<file path="config.mk">
export PLATFORM = sky130hd
export DESIGN_NAME = aes192_inv_key_sched
export DESIGN_NICKNAME = d
export VERILOG_FILES = /design/src/rtl/aes_pkg.sv /design/src/rtl/aes192_inv_key_step.sv /design/src/rtl/aes192_inv_key_sched.sv
export SDC_FILE = /design/constraint.sdc
export NUM_CORES = 2
export LEC_CHECK = 0
export ABC_AREA = 0
export BUFFER_PORTS_ARGS = -buffer_cell sky130_fd_sc_hd__buf_4
export CAP_MARGIN = 30
export CORE_AREA = 2 2 383 385
export DETAILED_ROUTE_END_ITERATION = 12
export DIE_AREA = 0 0 385 387
export PLACE_DENSITY = 0.73
export SLEW_MARGIN = 40
export SYNTH_ARGS = -nofsm -noshare
export SYNTH_HDL_FRONTEND = slang
export SYNTH_SLANG_ARGS = --single-unit
</file>
<file path="constraint.sdc">
create_clock -name clk -period 25 [get_ports clk]
set_input_delay 2.5 -clock clk [delete_from_list [all_inputs] [get_ports clk]]
set_output_delay 2.5 -clock clk [all_outputs]
set_load 0.03 [all_outputs]
</file>
<file path="src/rtl/aes_pkg.sv">
// Shared AES constants and GF(2^8) helpers for the AES-192 key schedule.
package aes_pkg;

    localparam int AES192_NR = 12;
    localparam int AES192_NK = 6;
    localparam int WORD_W    = 32;
    localparam int STATE_W   = AES192_NK * WORD_W;
    localparam int RK_W      = 4 * WORD_W;

    typedef enum logic [1:0] {PH0, PH1, PH2} phase_e;

    function automatic logic [31:0] rcon_word(input logic [3:0] k);
        logic [7:0] rc;
        case (k)
            4'd1:    rc = 8'h01;
            4'd2:    rc = 8'h02;
            4'd3:    rc = 8'h04;
            4'd4:    rc = 8'h08;
            4'd5:    rc = 8'h10;
            4'd6:    rc = 8'h20;
            4'd7:    rc = 8'h40;
            4'd8:    rc = 8'h80;
            default: rc = 8'h00;
        endcase
        return {rc, 24'h0};
    endfunction

    function automatic logic [7:0] xtime(input logic [7:0] a);
        return {a[6:0], 1'b0} ^ (a[7] ? 8'h1b : 8'h00);
    endfunction

    function automatic logic [7:0] gf_mul(input logic [7:0] a, input logic [7:0] b);
        logic [7:0] p;
        logic [7:0] x;
        p = '0;
        x = a;
        for (int i = 0; i < 8; i++) begin
            if (b[i]) p = p ^ x;
            x = xtime(x);
        end
        return p;
    endfunction

    // Field inverse as a^254 = a^2 * a^4 * ... * a^128 (maps 0 to 0)
    function automatic logic [7:0] gf_inv(input logic [7:0] a);
        logic [7:0] r;
        logic [7:0] sq;
        r  = 8'h01;
        sq = a;
        for (int i = 1; i < 8; i++) begin
            sq = gf_mul(sq, sq);
            r  = gf_mul(r, sq);
        end
        return r;
    endfunction

    function automatic logic [7:0] sbox_fwd(input logic [7:0] x);
        logic [7:0] b;
        b = gf_inv(x);
        return b ^ {b[6:0], b[7]} ^ {b[5:0], b[7:6]}
                 ^ {b[4:0], b[7:5]} ^ {b[3:0], b[7:4]} ^ 8'h63;
    endfunction

endpackage

</file>
<file path="src/rtl/aes192_inv_key_step.sv">
// One backward step of the AES-192 key expansion: S_k -> S_(k-1).
module aes_sbox (
    input  logic [3:0] hi,
    input  logic [3:0] lo,
    output logic [7:0] q
);
    import aes_pkg::*;

    assign q = sbox_fwd({hi, lo});

endmodule

module aes192_inv_key_step (
    input  logic [191:0] state_in,
    input  logic [31:0]  rcon,
    output logic [191:0] state_out
);
    import aes_pkg::*;

    logic [31:0] n0, n1, n2, n3, n4, n5;
    logic [31:0] p0, p1, p2, p3, p4, p5;
    logic [31:0] rot, sub;

    assign {n0, n1, n2, n3, n4, n5} = state_in;

    assign p5 = n5 ^ n4;
    assign p4 = n4 ^ n3;
    assign p3 = n3 ^ n2;
    assign p2 = n2 ^ n1;
    assign p1 = n1 ^ n0;

    assign rot = {p5[23:0], p5[31:24]};

    for (genvar b = 0; b < 4; b++) begin : g_sbox
        aes_sbox u_sbox (
            .hi (rot[8*b+7 -: 4]),
            .lo (rot[8*b+3 -: 4]),
            .q  (sub[8*b+7 -: 8])
        );
    end

    assign p0 = n0 ^ sub ^ rcon;

    assign state_out = {p0, p1, p2, p3, p4, p5};

endmodule

</file>
<file path="src/rtl/aes192_inv_key_sched.sv">
// Iterative AES-192 inverse key schedule streaming rk12 down to rk0.
module aes192_inv_key_sched (
    input  logic         clk,
    input  logic         rst,
    input  logic         load_valid,
    output logic         load_ready,
    input  logic [191:0] last_key,
    output logic         rk_valid,
    input  logic         rk_ready,
    output logic [127:0] rk_data,
    output logic [3:0]   rk_round,
    output logic         rk_last
);
    import aes_pkg::*;

    typedef enum logic {IDLE, EMIT} state_e;

    state_e       state_q;
    phase_e       phase_q;
    logic [191:0] cur_q, prev_q;
    logic [3:0]   k_q, round_q;
    logic         valid_q, ready_q, last_q;

    logic [191:0] step_in, step_out;
    logic [31:0]  step_rc;
    logic [3:0]   k_dec;
    logic         load;

    assign load    = (state_q == IDLE) && load_valid;
    assign k_dec   = k_q - 4'd1;
    assign step_in = load ? last_key : prev_q;
    assign step_rc = load ? rcon_word(4'd8) : rcon_word(k_dec);

    aes192_inv_key_step u_step (
        .state_in  (step_in),
        .rcon      (step_rc),
        .state_out (step_out)
    );

    always_ff @(posedge clk) begin
        if (rst) begin
            state_q <= IDLE;
            phase_q <= PH0;
            cur_q   <= '0;
            prev_q  <= '0;
            k_q     <= '0;
            round_q <= '0;
            valid_q <= 1'b0;
            ready_q <= 1'b1;
            last_q  <= 1'b0;
        end else begin
            unique case (state_q)
                IDLE: begin
                    if (load_valid) begin
                        state_q <= EMIT;
                        phase_q <= PH0;
                        cur_q   <= last_key;
                        prev_q  <= step_out;
                        k_q     <= 4'd8;
                        round_q <= 4'(AES192_NR);
                        valid_q <= 1'b1;
                        ready_q <= 1'b0;
                        last_q  <= 1'b0;
                    end
                end
                EMIT: begin
                    if (rk_ready) begin
                        if (round_q == 4'd0) begin
                            state_q <= IDLE;
                            valid_q <= 1'b0;
                            ready_q <= 1'b1;
                            last_q  <= 1'b0;
                        end else begin
                            round_q <= round_q - 4'd1;
                            last_q  <= (round_q == 4'd1);
                            unique case (phase_q)
                                PH0: phase_q <= PH1;
                                PH1, PH2: begin
                                    phase_q <= (phase_q == PH1) ? PH2 : PH0;
                                    cur_q   <= prev_q;
                                    k_q     <= k_dec;
                                    // S0 is the oldest state; nothing left to derive
                                    if (k_dec != 4'd0) prev_q <= step_out;
                                end
                                default: phase_q <= PH0;
                            endcase
                        end
                    end
                end
                default: state_q <= IDLE;
            endcase
        end
    end

    always_comb begin
        rk_data = '0;
        if (valid_q) begin
            unique case (phase_q)
                PH0:     rk_data = cur_q[191:64];
                PH1:     rk_data = prev_q[127:0];
                PH2:     rk_data = {prev_q[63:0], cur_q[191:128]};
                default: rk_data = '0;
            endcase
        end
    end

    assign load_ready = ready_q;
    assign rk_valid   = valid_q;
    assign rk_round   = round_q;
    assign rk_last    = last_q;

endmodule

</file>
==> out/summary.txt <==
CTS tree = built
Hold EP = load_ready
core box area = 0.1449 mm2
#FFs+latches synth = 334
Rel. slew slack = 0.3465
# resized after CTS = 0
leading cell type in the layout, fill and taps excluded = nor2_1
I/O Buffers = 330
Worst Setup End Kind = flop
# IOs = 331
Yosys warnings = 0
Clock Skews = 0.06974 ns
Fin. Hold Viols = 0
FFs w/ async S/R, synth = 0
Min-Delay Startpoint = load_ready
total iterations of the first detailed-routing run = 11
DR vias/cell = 6.146
Hold Crit Depth = 2
worst reg-to-reg path cell count = 59
Post-Synthesis Net Count = 9750
dpl hpwl = 173600 um
r2r setup slk = 5.67 ns
DR WL/cell = 20.83 um
chip height = 387 um
first-pass GRT wire length = 372200 um
r2r startpoint = state_q
ratio of cells with drive above 1 in the final layout = 0.1133
final WL = 239000 um
initial cell density of the core = 0.4965
# rows = 140
number of global-route vias before repair = 65.94k
post-synthesis sequential area ratio = 0.09297
pin count of the biggest net entering global routing = 95
Synth Instances = 9523
crit path time final = 20.93 ns
clk_lat worst skew = 0.65 ns
Total GRT Usage = 0.3038
Post-CTS Setup Inserts = 0
nature of the critical path startpoint = input pin
DRT antenna net count = 0
Slew Viols, Final = 0
die area = 0.1490 mm2
Critical Path Max Stage Delay = 0.71 ns
most frequent cells in the layout = 1568 x nor2_1, 1558 x xnor2_1, 869 x nand2_1
H-tree lvl count = 2
number of enable flip-flop cells after synthesis = 0
outcome = finished, final reports clean
kind of critical path = input pin to flop
Least-Margin Pin Slew = 0.9769 ns
Fmax = 0.04778 GHz
Via Count = 70.54k
Hold Crit Class = flop to flop
post-synth top area share = 0.1995
maxcap violations = 0
# hold bufs at CTS = 0
CP required = 25.49 ns
Layout area overhead = 9.353%
reg2reg end = prev_q[176]
final setup fails = 0
Synth Cell Area = 0.07192 mm2
largest area contributor in the netlist = xnor2_1
Netlist cell types = 114
dominant cells by area after synthesis = xnor2_1 20%, dfxtp_1 9.3%, xor2_1 9.2%, xnor3_1 8.9%, nor2_1 8.2%
Setup Total Neg Slack = 0 ns
root buffer cell = clkbuf_16
critical path peak fanout = 83
DRT iter0 DRCs = 7978
predominant post-synthesis flop cell = dfxtp_1
CTS Buf Count = 42
crit-path most repeated cell = xnor2_1
Max Root-Sink Buffers = 3
Placer Congestion = 0.9546
DRC = 0
WP data arrival = 21.42 ns
initial antenna violation count = 9
Avg Cell Area, Syn = 7.552 um2
RSZ-0062 raised after global routing = no
Post-layout nets = 9749
CP max stage cell = xnor3_1
Clk pin slew, worst setup/hold paths = 0.07 ns
GR Overflow Total = 0
clk sinks = 334
Die Wd = 385 um
final period utilization = 0.8371
flip-flops by register name (all words and copies together) (netlist names):
register	count
rk_last	1
load_ready	1
state_q	1
phase_q	2
rk_round	4
prev_q	192
cur_q	128
k_q	4
rk_valid	1
cell type report:
| class | count | area, um2 |
|---|---|---|
| clock inverter | 20 | 227.7 |
| multi-input combinational | 8432 | 63100 |
| timing repair buffer | 619 | 4661 |
| fill | 13500 | 66220 |
| tap | 1917 | 2399 |
| antenna | 4 | 10.01 |
| sequential | 334 | 6690 |
| clock buffer | 57 | 1207 |
| inverter | 93 | 349.1 |
worst max path at each step:
stage	depth (start not counted)	startpoint	slack (ns)	to
4_1_cts	60	load_valid	4.12	prev_q[181]
3_3_place_gp	57	load_valid	3.86	prev_q[164]
2_1_floorplan	64	load_valid	6.89	prev_q[177]
3_5_place_dp	60	load_valid	3.48	prev_q[176]
6_report	60	load_valid	4.07	prev_q[176]
5_1_grt	60	load_valid	2.94	prev_q[177]
per-layer routing:
metal  wire (um)  GRT usage  up-vias
met2      109200     0.4856     3329
met3       23440    0.05440      465
met5          50          0        -
met4        7237    0.09709        8
li1            -          -    32910
met1       99050     0.4122    33820
synthesized netlist by cell type (21+ instances only):
cell type,n
a211oi_1,324
a21o_1,23
a21oi_1,461
a221oi_1,26
a222oi_1,131
a22oi_1,58
a31oi_1,69
a32oi_1,25
and2_1,41
and3_1,41
buf_1,57
buf_2,120
clkbuf_1,459
dfxtp_1,334
ha_1,31
inv_1,79
mux2_2,65
mux2i_1,331
nand2_1,872
nand2b_1,61
nand3_1,203
nor2_1,1575
nor2b_1,65
nor3_1,189
o211ai_1,77
o21a_1,24
o21ai_0,343
o221ai_1,21
o22ai_1,108
o31ai_1,22
or3_1,38
xnor2_1,1638
xnor2_2,75
xnor3_1,283
xor2_1,754
xor2_2,29
xor3_1,42
worst max-delay path: cells and delay by family:
| family | cells | cell delay [ns] |
|---|---|---|
| buf+inv | 6 | 1.72 |
| simple gates | 11 | 2.72 |
| fa+ha+maj | 2 | 0.99 |
| compound gates | 6 | 1.41 |
| xor+xnor | 34 | 11.47 |
| mux | 1 | 0.51 |
cells by family (layout without fill, tap and decap cells):
| logic type | count (synthesis) | count (layout) | synth area share |
|---|---|---|---|
| simple gates | 3202 | 3202 | 0.1883 |
| xor+xnor | 2854 | 2854 | 0.4290 |
| compound gates | 1927 | 1927 | 0.1801 |
| buf+inv | 757 | 789 | 0.04370 |
| mux | 414 | 414 | 0.05997 |
| flops | 334 | 334 | 0.09297 |
| fa+ha+maj | 35 | 35 | 0.005950 |
| other cells | 0 | 4 | 0 |
metrics by stage:
stage / hold slack [ns] / instances / instance area (um2) / setup slack, ns / utilization
finish: 0.4694 / 11480 / 78640 / 4.071 / 0.5429
global route: 0.5060 / 11470 / 78640 / 2.944 / 0.5428
CTS: 0.4657 / 11470 / 78250 / 4.124 / 0.5402
detailed placement: 0.4565 / 11390 / 76810 / 3.477 / 0.5302
global placement: 0.4408 / 11370 / 76330 / 3.863 / 0.5269
floorplan: 0.4571 / 9523 / 71920 / 6.891 / -
Power is not shown: default switching activity piles up to over one toggle a cycle in this logic, so the estimate is an artifact.
